## src/rtl/osc_meas_sched.sv

```systemverilog
// Ring-oscillator measurement sequencer: clears, gates, latches and frames NUM_CH counts
// for the UART, then halts the oscillators after every STP_SMPL frames.
module osc_meas_sched #(
   parameter int unsigned NUM_CH      = 2,
   parameter int unsigned GATE_CYCLES = 10000000,
   parameter int unsigned ACK_TIMEOUT = 64,
   parameter int unsigned STP_SMPL    = 30,
   parameter int unsigned HALT_CYCLES = 10000000
) (
   input  logic                   ref_clk,
   input  logic                   rstn,
   output logic                   osc_rst,
   output logic                   osc_halt,
   output logic                   osc_latch_req,
   input  logic [NUM_CH-1:0]      osc_latch_ack,
   input  logic [NUM_CH*32-1:0]   osc_counter_latch,
   output logic                   tx_start,
   output logic [NUM_CH*32-1:0]   tx_data,
   input  logic                   tx_busy,
   input  logic                   tx_done,
   output logic [NUM_CH-1:0]      ack_timeout,
   output logic [7:0]             sample_idx
);

   localparam logic [2:0] StClr    = 3'd0;
   localparam logic [2:0] StGate   = 3'd1;
   localparam logic [2:0] StLatch  = 3'd2;
   localparam logic [2:0] StAckLow = 3'd3;
   localparam logic [2:0] StSend   = 3'd4;
   localparam logic [2:0] StTxWait = 3'd5;
   localparam logic [2:0] StHalt   = 3'd6;

   localparam int unsigned GW = (GATE_CYCLES > 1) ? $clog2(GATE_CYCLES) : 1;
   localparam int unsigned AW = (ACK_TIMEOUT > 1) ? $clog2(ACK_TIMEOUT) : 1;
   localparam int unsigned HW = (HALT_CYCLES > 1) ? $clog2(HALT_CYCLES) : 1;

   localparam logic [GW-1:0] GateLast = GW'(GATE_CYCLES - 1);
   localparam logic [AW-1:0] AckLast  = AW'(ACK_TIMEOUT - 1);
   localparam logic [HW-1:0] HaltLast = HW'(HALT_CYCLES - 1);
   localparam logic [7:0]    SmplLast = 8'(STP_SMPL - 1);

   logic [2:0]            state_q, state_d;
   logic [GW-1:0]         gate_cnt_q, gate_cnt_d;
   logic [AW-1:0]         wait_cnt_q, wait_cnt_d;
   logic [HW-1:0]         halt_cnt_q, halt_cnt_d;
   logic [7:0]            sample_idx_d;
   logic [NUM_CH*32-1:0]  tx_data_d;
   logic [NUM_CH-1:0]     ack_timeout_d;
   logic                  tx_start_d;

   always_comb begin
      state_d       = state_q;
      gate_cnt_d    = gate_cnt_q;
      wait_cnt_d    = wait_cnt_q;
      halt_cnt_d    = halt_cnt_q;
      sample_idx_d  = sample_idx;
      tx_data_d     = tx_data;
      ack_timeout_d = ack_timeout;
      tx_start_d    = 1'b0;
      case (state_q)
         StClr: begin
            state_d    = StGate;
            gate_cnt_d = '0;
         end
         StGate: begin
            if (gate_cnt_q == GateLast) begin
               state_d    = StLatch;
               wait_cnt_d = '0;
            end else begin
               gate_cnt_d = gate_cnt_q + 1'b1;
            end
         end
         StLatch: begin
            // An ack present on the timeout cycle still counts as acked.
            if ((&osc_latch_ack) || (wait_cnt_q == AckLast)) begin
               for (int unsigned k = 0; k < NUM_CH; k++) begin
                  tx_data_d[32*k +: 32] = osc_latch_ack[k] ? osc_counter_latch[32*k +: 32]
                                                           : 32'hFFFF_FFFF;
               end
               ack_timeout_d = ~osc_latch_ack;
               state_d       = StAckLow;
               wait_cnt_d    = '0;
            end else begin
               wait_cnt_d = wait_cnt_q + 1'b1;
            end
         end
         StAckLow: begin
            if (!(|osc_latch_ack) || (wait_cnt_q == AckLast)) begin
               state_d = StSend;
            end else begin
               wait_cnt_d = wait_cnt_q + 1'b1;
            end
         end
         StSend: begin
            if (!tx_busy) begin
               tx_start_d = 1'b1;
               state_d    = StTxWait;
            end
         end
         StTxWait: begin
            if (tx_done) begin
               if (sample_idx == SmplLast) begin
                  sample_idx_d = '0;
                  halt_cnt_d   = '0;
                  state_d      = StHalt;
               end else begin
                  sample_idx_d = sample_idx + 1'b1;
                  state_d      = StClr;
               end
            end
         end
         StHalt: begin
            if (halt_cnt_q == HaltLast) begin
               ack_timeout_d = '0;
               state_d       = StClr;
            end else begin
               halt_cnt_d = halt_cnt_q + 1'b1;
            end
         end
         default: state_d = StClr;
      endcase
   end

   // Control outputs are decoded from the next state so they stay registered yet aligned.
   always_ff @(posedge ref_clk or negedge rstn) begin
      if (!rstn) begin
         state_q       <= StClr;
         gate_cnt_q    <= '0;
         wait_cnt_q    <= '0;
         halt_cnt_q    <= '0;
         osc_rst       <= 1'b1;
         osc_halt      <= 1'b0;
         osc_latch_req <= 1'b0;
         tx_start      <= 1'b0;
         tx_data       <= '0;
         ack_timeout   <= '0;
         sample_idx    <= '0;
      end else begin
         state_q       <= state_d;
         gate_cnt_q    <= gate_cnt_d;
         wait_cnt_q    <= wait_cnt_d;
         halt_cnt_q    <= halt_cnt_d;
         osc_rst       <= (state_d == StClr) || (state_d == StHalt);
         osc_halt      <= (state_d == StHalt);
         osc_latch_req <= (state_d == StLatch);
         tx_start      <= tx_start_d;
         tx_data       <= tx_data_d;
         ack_timeout   <= ack_timeout_d;
         sample_idx    <= sample_idx_d;
      end
   end

endmodule

```

## config.mk

```make
export PLATFORM = sky130hd
export DESIGN_NAME = osc_meas_sched
export DESIGN_NICKNAME = d
export VERILOG_FILES = /design/src/rtl/osc_meas_sched.sv
export SDC_FILE = /design/constraint.sdc
export NUM_CORES = 1
export LEC_CHECK = 0
export ABC_AREA = 0
export CAP_MARGIN = 20
export CORE_MARGIN = 2
export CORE_UTILIZATION = 45
export DETAILED_ROUTE_END_ITERATION = 10
export PLACE_DENSITY = 0.73
export SLEW_MARGIN = 20
export SYNTH_ARGS = -nofsm -noshare
export SYNTH_HDL_FRONTEND = slang
export SYNTH_SLANG_ARGS = --single-unit
```

## constraint.sdc

```tcl
create_clock -name ref_clk -period 5.6 [get_ports ref_clk]
set_input_delay 0.84 -clock ref_clk [delete_from_list [all_inputs] [get_ports ref_clk]]
set_output_delay 0.84 -clock ref_clk [all_outputs]
set_load 0.01 [all_outputs]
```

==> key figures <==
Clock network
  • CTS H-tree lvls: 4
  • CTS tree: built
  • CTS hold repair buffers: 0
  • TritonCTS buffer count: 17
  • Post-CTS Resized: 0
  • Worst-path clk slew: around 0.06 ns
  • Post-CTS Setup Bufs: 0
  • Root buf cell: clkbuf_16
  • Bufs on Longest Clock Path: 2
  • # clock sinks: approximately 140
  • Worst skew pair latency: approximately 0.42 ns

Placed design
  • Detail Placement HPWL: 11300 um
  • Routability congestion estimate: between 0.8 and 0.9
  • Port-buffer cells: between 100 and 150

Synth
  • Mapped Area: roughly 0.0064 mm^2
  • Post-synthesis net count: between 700 and 800
  • Yosys warns: 0
  • Synth Instances: 676
  • Ys flop type: dfrtp_1
  • EDFF count, synth: 0
  • Library cells used by synthesis: between 50 and 60
  • Fraction of registers with async set/reset: 100%
  • Post-synthesis sequential area ratio: around 53%
  • FF+latch count, synth: 135
  • Avg Cell Area, Syn: about 9.4 um^2

Run
  • Max cap viols: 0

STA
  • Fin. max-slew vios: 0
  • RSZ-0062 raised after global routing: false
  • Final Critical Period: just under 3 ns
  • Final setup vio count: 0
  • Period utilisation layout: a little over half
  • Max Fclk: 341 MHz
  • Final Skew: between 0.006 and 0.007 ns
  • Min Hold Slack: around 0.32 ns
  • TNS Setup: 0 ns
  • Worst slew margin: 27.1%
  • Hold Vio Cnt, Final: 0
  • Slew @ Worst Pin: between 1 and 1.5 ns

Finish
  • Commonest non-fill, non-tap cells in the layout: 146 x clkdlybuf4s50_1, 134 x dfrtp_1, 100 x nor2_1
  • # diodes: 0
  • Area Growth Syn to Fin: 34.5%
  • Proportion of layout cells with a drive suffix above 1: under 10%
  • Most common cell after layout, fill and taps aside: clkdlybuf4s50_1
  • Net total in the final layout: between 800 and 900
  • Filler cell count: between 1000 and 1500

Worst setup path
  • CP endpoint kind: register
  • Worst Path Arrival: 3.25 ns
  • Kind of cell adding the most delay to the critical path: compound AO/OA/AOI/OAI gates
  • Crit path required time: approximately 5.9 ns
  • Crit path cell chain: nor4bb_1, nand4_1, o21ai_1, buf_4, o211ai_1, o311ai_1
  • Crit Path Max Fanout: 17
  • WS Path Type: reg2reg
  • Slowest CP cell: o21ai_1
  • CP Launch Type: register
  • Crit path buffers/inverters: 1
  • Slowest stage delay, CP: between 0.7 and 0.8 ns

Detailed routing
  • Routed WL: around 16000 um
  • Number of remaining DRC errors: 0
  • Wire length per cell: ~16 um
  • Vias: ~5500
  • Final ANT Viol Nets: 0
  • Iter 0 DRT Violations: 308
  • Drt first pass iters: 5
  • Via density per instance: about 5.5

Power and ir drop
  • PwrDens: ~270 mW/mm^2
  • Peak supply drop: around 0.19 mV
  • Static leakage: 3.74 nW
  • Pwr Total: roughly 2.3 mW

Global routing
  • Grt total ovfl: 0
  • Gr usage total: around 22%
  • Initial antenna violation count: 0
  • Maximum number of pins on one net before global-route repair: 88
  • Vias in the first global route: ~5400
  • First-pass GRT wire length: between 20000 and 30000 um

Floorplanning
  • Die X: between 100 and 150 um
  • Number of I/O pins: 148
  • Core ar.: ~0.014 mm^2
  • Site row count: 43
  • Initial core utilization: between 40% and 50%
  • Die ar.: approximately 0.015 mm^2
  • Die Span Y: between 100 and 150 um

Outcome
  • Status: complete, no violations

Min path
  • Worst min path class: in2async
per-stage QoR:
stage,instance area [um^2],utilization (%),setup slack (ns),std cells
after floorplan,6370,-,3.26,676
after global placement,7980,57.5,2.55,973
after detailed placement,7980,57.5,2.48,973
after CTS,8570,61.7,2.79,1004
after global routing,8570,61.8,2.52,1004
final,8570,61.8,2.67,1004
where the power goes:
group          switching, mW  internal, mW
Sequential            0.0165          1.00
Clock                  0.405         0.717
Combinational         0.0793         0.104
Total                  0.501          1.82
worst register-to-register path: stages (launching register included):
cell	delay (ns)
dfrtp_1	0.43
nor4bb_1	0.47
nand4_1	0.38
o21ai_1	0.78
buf_4	0.34
o211ai_1	0.14
o311ai_1	0.29
per-layer routing:
metal / up-vias / wire length (um) / global-route usage [%]
met5: - / 0 / 0
met4: 0 / 284 / 8.03
met3: 19 / 1080 / 7.38
met2: 176 / 7340 / 33.3
met1: 2690 / 7280 / 30.4
li1: 2633 / - / -
state kept, by name (all words and copies together), names as in the netlist, 2 cells and up:
name	cells
sample_idx	8
wait_cnt_q	6
state_q	3
halt_cnt_q	24
tx_data	64
gate_cnt_q	24
ack_timeout	2
synthesized netlist by cell type, types with 5 or more instances:
cell type  instances  area [um^2]
and2_1             7         43.8
dfrtp_1          134         3350
xnor2_1            8         70.1
a21oi_1           11         55.1
nor3_1             8         40.0
ha_1               5         62.6
or4_1             10         75.1
inv_1             75          282
and3_1            14         87.6
nor2_1           101          379
nand3_1           20          100
xor2_1            19          166
o2111ai_1          7         61.3
o211ai_1          17          128
a31oi_1           64          400
nand4_1           13         81.3
or3_1             10         62.6
nand2_1           33          124
nor4_1             6         37.5
o31ai_1            5         37.5
clkbuf_1          32          120
o21ai_0           16         80.1
area by class of cell:
type,count,area [um^2],area share [%]
repair buffers,154,1520,17.7
flip-flops and latches,135,3380,39.4
well taps,180,225,2.63
multi-input cells,427,2570,30.0
clock inverters,9,125,1.46
inverters,77,289,3.37
clock buffers,22,464,5.41
logic make-up (layout without fill, tap and decap cells):
kind of cell	after synthesis	count (layout)	synth area share (%)
AND/OR/NAND/NOR	244	244	19.2
AO/OA/AOI/OAI	146	146	15.5
multiplexers	5	5	0.844
adder cells (fa/ha/maj)	5	5	0.982
buffers and inverters	114	262	6.77
flip-flops	135	135	53.0
XOR/XNOR	27	27	3.71
worst paths after layout:
check | slack (ns) | to | from | depth (start not counted)
max in group asynchronous | 4.21 | wait_cnt_q[5]$_DFFE_PN0P_ | rstn | 2
max reg2reg | 2.67 | osc_rst$_DFF_PN1_ | halt_cnt_q[11]$_DFFE_PN0P_ | 6
min reg2reg | 0.51 | sample_idx[7]$_DFFE_PN0P_ | sample_idx[7]$_DFFE_PN0P_ | 1
max | 2.67 | osc_rst$_DFF_PN1_ | halt_cnt_q[11]$_DFFE_PN0P_ | 6
min in group ref_clk | 0.51 | sample_idx[7]$_DFFE_PN0P_ | sample_idx[7]$_DFFE_PN0P_ | 1
min | 0.32 | tx_data[54]$_DFFE_PN0P_ | rstn | 1
(Power assumes the default switching activity.)
